## src/rtl/board_pkg.sv

```systemverilog
// Shared types and widths for the board sequencer.
package board_pkg;

    localparam int BOARD_MIN = 1;
    localparam int BOARD_W   = 3;
    localparam int FADE_W    = 4;

    typedef enum logic [2:0] {
        IDLE,
        FADE_OUT,
        SWITCH,
        FADE_IN,
        WIN
    } state_e;

endpackage

```

## src/rtl/frame_tick.sv

```systemverilog
// Registers vertical blank and flags the first clock of each blanking interval.
module frame_tick (
    input  logic clk,
    input  logic reset,
    input  logic vblnk_in,
    output logic frame_start
);

    logic vblnk_q;

    always_ff @(posedge clk) begin
        if (!reset) begin
            vblnk_q <= 1'b0;
        end else begin
            vblnk_q <= vblnk_in;
        end
    end

    assign frame_start = vblnk_in & ~vblnk_q;

endmodule

```

## src/rtl/board_sequencer.sv

```systemverilog
// Board selection and fade-out/switch/fade-in transition sequencer.
// Macro BOARD_FADE_EN builds the fade ramps; without it boards switch instantly.
module board_sequencer
    import board_pkg::*;
#(
    parameter int BOARD_MAX   = 5,
    parameter int BOARD_START = 3
`ifdef BOARD_FADE_EN
    ,
    parameter int FADE_STEPS  = 8
`endif
) (
    input  logic       clk,
    input  logic       reset,
    input  logic       vblnk_in,
    input  logic       req_left,
    input  logic       req_right,
    output logic [2:0] board_out,
    output logic [3:0] fade_level,
    output logic       busy,
    output logic       respawn,
    output logic [1:0] winner
);

    localparam logic [3:0] MIN4   = 4'(BOARD_MIN);
    localparam logic [3:0] MAX4   = 4'(BOARD_MAX);
    localparam logic [2:0] START3 = 3'(BOARD_START);
`ifdef BOARD_FADE_EN
    localparam logic [3:0] RAMP_TOP = 4'(FADE_STEPS - 1);
`endif

    state_e     state_q;
    logic [2:0] board_q;
    logic [2:0] target_q;
    logic       pend_l_q;
    logic       pend_r_q;
    logic       busy_q;
    logic       respawn_q;
    logic [1:0] winner_q;
`ifdef BOARD_FADE_EN
    logic [3:0] fade_q;
`endif

    logic       frame_start;
    logic       move_l;
    logic       move_r;
    logic [3:0] board_ext;
    logic [3:0] target_d;
    logic       target_ok;

    frame_tick u_frame_tick (
        .clk         (clk),
        .reset       (reset),
        .vblnk_in    (vblnk_in),
        .frame_start (frame_start)
    );

    // Simultaneous left and right requests cancel each other out.
    assign move_r    = pend_r_q & ~pend_l_q;
    assign move_l    = pend_l_q & ~pend_r_q;
    assign board_ext = {1'b0, board_q};
    assign target_d  = move_r ? board_ext + 4'd1 : board_ext - 4'd1;
    assign target_ok = (target_d >= MIN4) && (target_d <= MAX4);

    always_ff @(posedge clk) begin
        if (!reset) begin
            state_q   <= IDLE;
            board_q   <= START3;
            target_q  <= START3;
            pend_l_q  <= 1'b0;
            pend_r_q  <= 1'b0;
            busy_q    <= 1'b0;
            respawn_q <= 1'b0;
            winner_q  <= 2'b00;
`ifdef BOARD_FADE_EN
            fade_q    <= 4'd0;
`endif
        end else begin
            respawn_q <= 1'b0;
            case (state_q)
                IDLE: begin
                    if (frame_start) begin
                        pend_l_q <= 1'b0;
                        pend_r_q <= 1'b0;
                        if (move_r && board_ext == MAX4) begin
                            winner_q[0] <= 1'b1;
                            state_q     <= WIN;
                        end else if (move_l && board_ext == MIN4) begin
                            winner_q[1] <= 1'b1;
                            state_q     <= WIN;
                        end else if ((move_r || move_l) && target_ok) begin
                            target_q <= target_d[2:0];
                            busy_q   <= 1'b1;
`ifdef BOARD_FADE_EN
                            state_q  <= FADE_OUT;
`else
                            state_q  <= SWITCH;
`endif
                        end
                    end else begin
                        pend_l_q <= pend_l_q | req_left;
                        pend_r_q <= pend_r_q | req_right;
                    end
                end
`ifdef BOARD_FADE_EN
                FADE_OUT: begin
                    if (frame_start) begin
                        if (fade_q == RAMP_TOP) begin
                            state_q <= SWITCH;
                        end else begin
                            fade_q <= fade_q + 4'd1;
                        end
                    end
                end
`endif
                SWITCH: begin
                    board_q   <= target_q;
                    respawn_q <= 1'b1;
`ifdef BOARD_FADE_EN
                    state_q   <= FADE_IN;
`else
                    state_q   <= IDLE;
                    busy_q    <= 1'b0;
`endif
                end
`ifdef BOARD_FADE_EN
                FADE_IN: begin
                    if (frame_start) begin
                        fade_q <= fade_q - 4'd1;
                        if (fade_q == 4'd1) begin
                            state_q <= IDLE;
                            busy_q  <= 1'b0;
                        end
                    end
                end
`endif
                WIN: begin
                    state_q <= WIN;
                end
                default: begin
                    state_q <= IDLE;
                end
            endcase
        end
    end

    assign board_out = board_q;
    assign busy      = busy_q;
    assign respawn   = respawn_q;
    assign winner    = winner_q;
`ifdef BOARD_FADE_EN
    assign fade_level = fade_q;
`else
    assign fade_level = 4'd0;
`endif

endmodule

```

## config.mk

```make
export PLATFORM = sky130hd
export DESIGN_NAME = board_sequencer
export DESIGN_NICKNAME = d
export VERILOG_FILES = /design/src/rtl/board_pkg.sv /design/src/rtl/frame_tick.sv /design/src/rtl/board_sequencer.sv
export SDC_FILE = /design/constraint.sdc
export NUM_CORES = 1
export LEC_CHECK = 0
export CAP_MARGIN = 15
export CORE_MARGIN = 4
export CORE_UTILIZATION = 50
export DETAILED_ROUTE_END_ITERATION = 10
export GPL_ROUTABILITY_DRIVEN = 1
export PLACE_DENSITY = 0.88
export SETUP_SLACK_MARGIN = 0.4
export SYNTH_ARGS = -nofsm -noshare
export SYNTH_HDL_FRONTEND = slang
export SYNTH_SLANG_ARGS = --single-unit
```

## constraint.sdc

```tcl
create_clock -name clk -period 4.85 [get_ports clk]
set_input_delay 1.455 -clock clk [delete_from_list [all_inputs] [get_ports clk]]
set_output_delay 1.455 -clock clk [all_outputs]
set_load 0.05 [all_outputs]
```

==> impl_metrics.csv <==
group,metric,value,unit
status,status,"finished, final reports clean",
worst_setup_path,slowest_delay,0.88,ns
worst_setup_path,critPathLaunchType,"flip-flop",
logic_synthesis,post_synth_instance_area,863,µm²
clock_network,postCtsSetupBuffers,0,
floorplan,die_y,49.6,µm
sta,timing.final.max_slew_violations,0,
drt,ant_nets,0,
floorplan,core,0.00158,mm²
placed_design,port_buffers,11,
logic_synthesis,avgSynthCellArea,8.81,µm²
worst_setup_path,path_cells,"clkdlybuf4s50_1",
placed_design,gp_congestion,0.796,
worst_setup_path,path_delay_family,"buffers and inverters",
logic_synthesis,postSynthCellCount,98,
logic_synthesis,synth-main-ff-cell,"dfxtp_1",
clock_network,clock_latency,0.28,ns
logic_synthesis,synth_cell_types,37,
sta,rsz0062_at_grt,"false",
drt,wire_per_inst,13.6,µm
layout,area_delta_synth_final,9.71,%
floorplan,die_w,49.6,µm
drt,drtIter0Drc,10,
sta,relSlewSlack,0.668,
clock_network,clkTransAtPathRegs,0.09,ns
sta,skew,0.00676,ns
sta,setup_viol,0,
placed_design,place_area,921,µm²
clock_network,numCtsBuffers,3,
layout,layout.cells.most_common_list,"dfxtp_1 (15), clkdlybuf4s50_1 (11), nand2_1 (8)",
clock_network,cts_tree,"done",
drt,drc,0,
floorplan,start_util,0.548,
logic_synthesis,yosysSeqAreaShare,0.348,
layout,fin_util,0.601,
worst_setup_path,crit_fanout,11,
power,p_total,245,µW
layout,drive_gt1_frac,0.0762,
clock_network,clockRootBuffer,"clkbuf_4",
drt,routed_wirelength,1640,µm
power,max-vdd-ir-drop,199,µV
floorplan,rows,14,
sta,tns,0,ns
layout,regArea,300,µm²
clock_network,cts.htree.levels,1,
layout,nFillCells,151,
sta,post-route-period-util,0.656,
power,cellLeakagePower,0.000398,µW
grt,grt_pass1_wl,2790,µm
sta,fmax,0.314,GHz
grt,grt_max_degree,14,
logic_synthesis,ys_warn_count,0,
logic_synthesis,synth_edf_count,0,
drt,drt-vias-per-instance,5.81,
worst_setup_path,critPathKind,"reg -> out",
grt,antenna_found_initial,0,
grt,grt_pass1_vias,645,
worst_setup_path,critical-path-slowest-cell,"clkdlybuf4s50_1",
worst_setup_path,cp_data_arrival_time,1.73,ns
hold_path,hp-class,"reg -> reg",
floorplan,die_area,0.00246,mm²
worst_setup_path,endpoint_kind,"output port",
clock_network,cts_hold_buffers,0,
layout,antennaDiodeCount,0,
flow_run,maxCapViolations,0,
worst_setup_path,critPathBufInv,1,
layout,nets,116,
placed_design,hpwl,1250,µm
floorplan,ios,16,
sta,finalHoldViolCount,0,
sta,period_needed,3.18,ns
layout,multi_input_area,464,µm²
grt,grt_overflow,0,
grt,grt_use_total,0.142,
clock_network,cts_buffer_depth,2,
power,p_per_area,258,mW/mm²
layout,fin_area,947,µm²
logic_synthesis,synthArstFlopShare,0,
sta,hold_ws,0.492,ns
worst_setup_path,required,3.39,ns
clock_network,cts.repair.resized,0,
sta,tightest_slew,0.496,ns
layout,final_common_cell,"dfxtp_1",
logic_synthesis,ys_ff_latch,15,
drt,dr_total_vias,703,
drt,first_pass_iters,4,
clock_network,clock-sinks,15,
[registers in the layout (all words and copies together), names as in the netlist]
name,cells
busy,1
pend_r_q,1
respawn,1
board_out,3
pend_l_q,1
state_q,2
winner,2
u_frame_tick.vblnk_q,1
target_q,3
[cell type report]
type                    count  area share
flip-flops and latches     15       0.317
well taps                  16      0.0211
clock buffers               4      0.0277
multi-input cells          68       0.490
inverters                   7      0.0277
repair buffers             11       0.116
[synth_stat cells (all sizes together), types with 3 or more instances]
cell type	n	area share
nor3	4	0.029
or3	3	0.022
buf	9	0.088
nor2	7	0.030
ha	5	0.072
nand2	8	0.035
nand2b	3	0.022
or3b	3	0.030
o21ai	4	0.023
a21oi	4	0.023
inv	7	0.030
dfxtp	15	0.35
[tightest hold or removal path, cell delays in order, from the launching register on]
cell,delay [ns]
dfxtp_1,0.35
a41oi_1,0.05
nor2_1,0.07
[where the power goes]
part | internal (µW) | switching (µW) | total (µW)
registers | 128 | 2.97 | 131
clock network | 31.9 | 38.1 | 70.0
logic | 15.7 | 28.3 | 44.0
total | 175 | 69.4 | 245
[kinds of logic after synthesis]
group,count (synthesis),share of synthesized area
compound gates,20,0.171
fa+ha+maj,5,0.0725
xor+xnor,2,0.0203
mux,3,0.0362
flops,15,0.348
other cells,1,0.00434
buf+inv,18,0.128
simple gates,34,0.220
[metrics by stage]
stage | std cells | setup WS, ns
after floorplan | 101 | 2.32
after global placement | 117 | 1.78
after detailed placement | 117 | 1.73
after CTS | 121 | 1.67
after global routing | 121 | 1.59
final | 121 | 1.67
[final timing paths]
kind	start	to	slack, ns	cells after the start
worst min-delay path	winner[0]	winner[0]	0.49	2
worst max register to register	board_out[0]	target_q[1]	2.58	7
worst max-delay path	board_out[2]	board_out[2]	1.67	1
worst min register to register	winner[0]	winner[0]	0.49	2
[per-layer routing]
layer | part of all wire | up-vias | routed length, µm | global-route usage
met1 | 0.45 | 339 | 740 | 0.173
li1 | - | 350 | - | -
met4 | 0 | 0 | 0 | 0.0138
met5 | 0 | - | 0 | 0
met3 | 0.055 | 0 | 90 | 0.0512
met2 | 0.49 | 14 | 811 | 0.244
(Power assumes the default switching activity.)
==> edit, RTL diff (same flow settings) <==
Encoding of `state_e`: now Gray code (3 bits for 5 states).
--- a/src/rtl/board_pkg.sv
+++ b/src/rtl/board_pkg.sv
@@ -6,11 +6,11 @@
     localparam int FADE_W    = 4;
 
     typedef enum logic [2:0] {
-        IDLE,
-        FADE_OUT,
-        SWITCH,
-        FADE_IN,
-        WIN
+        IDLE     = 3'b000,
+        FADE_OUT = 3'b001,
+        SWITCH   = 3'b011,
+        FADE_IN  = 3'b010,
+        WIN      = 3'b110
     } state_e;
 
 endpackage
Behaviour: no difference found for any inputs over 10 cycles, from zero or initial values and one cycle with reset low; not proved beyond that.
==> edit against the unedited design <==
- clock skew increased by 0.0067 ns
- sequential power rose by 6%
- routed wire length is 2.9% higher
- total power rose by 11%
- area after synthesis rose by 5.1%
- final area up 9.9%
- critical path type unchanged
- non-clock buffer count is the same
- largest power group unchanged
- hold slack lost 0.0098 ns
- first-iteration DRC count shrank 30%
- setup slack improved by 0.072 ns
- sequential cell count increased by 1
- largest cell class unchanged
- register-to-register slack gained 0.09 ns
==> edit: results (changes against the unedited design) <==
INFO  metric synth-seq-area-share = 35.3% (+0.53 points)
INFO  metric pin_count_of_the_biggest_net_entering_global_routing = 13 (-1)
INFO  metric detail_route.wl_per_cell = 12.1 um (-11%)
INFO  metric gp_routability_congestion = 0.833 (+4.7%)
INFO  metric post_route_cells_drive_above_1_share = 9.57% (+1.9 points)
INFO  metric run_status = complete, no violations
INFO  metric final_net_count = 126 (+8.6%)
INFO  metric detailedPlacementHpwl = 1.34 mm (+7.0%)
INFO  metric synth_top_cells_by_area = dfxtp_1 (35%), ha_1 (6.9%), nand2_1 (4.6%)
INFO  metric final.fill_count = 153 (+1.3%)
INFO  metric top_cells_by_count_synth = dfxtp_1 (16), nand2_1 (11), nor2_1 (9)
INFO  metric vias_per_std_cell = 5.41 (-6.9%)
INFO  metric via_count_of_the_first_global_routing_pass = 662 (+2.6%)
INFO  metric cts-hold-fix-buffers = 0 (unchanged)
INFO  metric path_max_fanout = 9 (-2)
INFO  metric fin_worst_skew = 0.0134 ns (+0.00667 ns)
INFO  metric tritoncts.num_buffers = 3 (unchanged)
INFO  metric ir_worst_vdd = 192 uV (-3.7%)
INFO  metric cp_data_arrival_time = 1.65 ns (-0.08 ns)
INFO  metric global_route_wire_length_before_repair = 2.82 mm (+1.0%)
INFO  metric synth_cell_types = 36 (-2.7%)
INFO  metric initialDrtViolationCount = 7 (-3)
INFO  metric power_leakage = 0.442 nW (+11%)
INFO  metric slew_headroom = 66.5% (-0.39 points)
INFO  metric global_route.usage.total = 14.3% (+0.16 points)
-- edit: path summary, 6_finish.rpt --
kind	cells past startpoint	from	slack, ns	to
worst min register to register	2	target_q[2]	0.48	target_q[2]
worst max-delay path	1	board_out[2]	1.74	board_out[2]
worst max register to register	7	board_out[0]	2.67	busy
worst min-delay path	2	target_q[2]	0.48	target_q[2]
-- edit: report_power, final --
part | leakage (nW) | switching (mW) | internal [mW]
Sequential | 0.130 | 0.00286 | 0.136
Clock | 0.0210 | 0.0404 | 0.0457
Combinational | 0.291 | 0.0294 | 0.0181
-- edit: layer usage --
metal / wire length [um] / vias to the layer above / share of wire [%] / track usage, %
met1: 772 / 350 / 46 / 18.0
met5: 0 / - / 0 / 0
met2: 771 / 24 / 46 / 22.4
li1: - / 376 / - / -
met4: 42 / 0 / 2.5 / 5.38
met3: 104 / 7 / 6.2 / 5.04
-- edit: layout make-up --
class	count	area share, %
inverters	6	2.16
clock buffers	4	3.49
multi-input cells	78	50.0
flip-flops and latches	16	30.8
repair buffers	11	10.6
well taps	25	3.00
-- edit: cell families (layout without fill, tap and decap cells) --
family                     Yosys count  in the layout  share of synthesized area (%)
DFF                                 16             16                           35.3
xor gates and xnor gates             2              2                           1.93
and+or+nand+nor                     41             41                           25.5
muxes                                3              3                           3.31
buffers and inverters               14             21                           8.55
other                                1              4                          0.413
AOI/OAI and AO/OA                   23             23                           18.1
adders and majority gates            5              5                           6.90
-- edit: per-stage QoR --
stage	cells	setup slack [ns]	hold WS [ns]	instance area [um2]
2_1_floorplan	108	2.50	0.434	918
3_3_place_gp	136	2.08	0.456	1000
3_5_place_dp	136	2.06	0.468	1000
4_1_cts	140	1.72	0.482	1040
5_1_grt	140	1.68	0.496	1040
6_report	140	1.74	0.482	1040
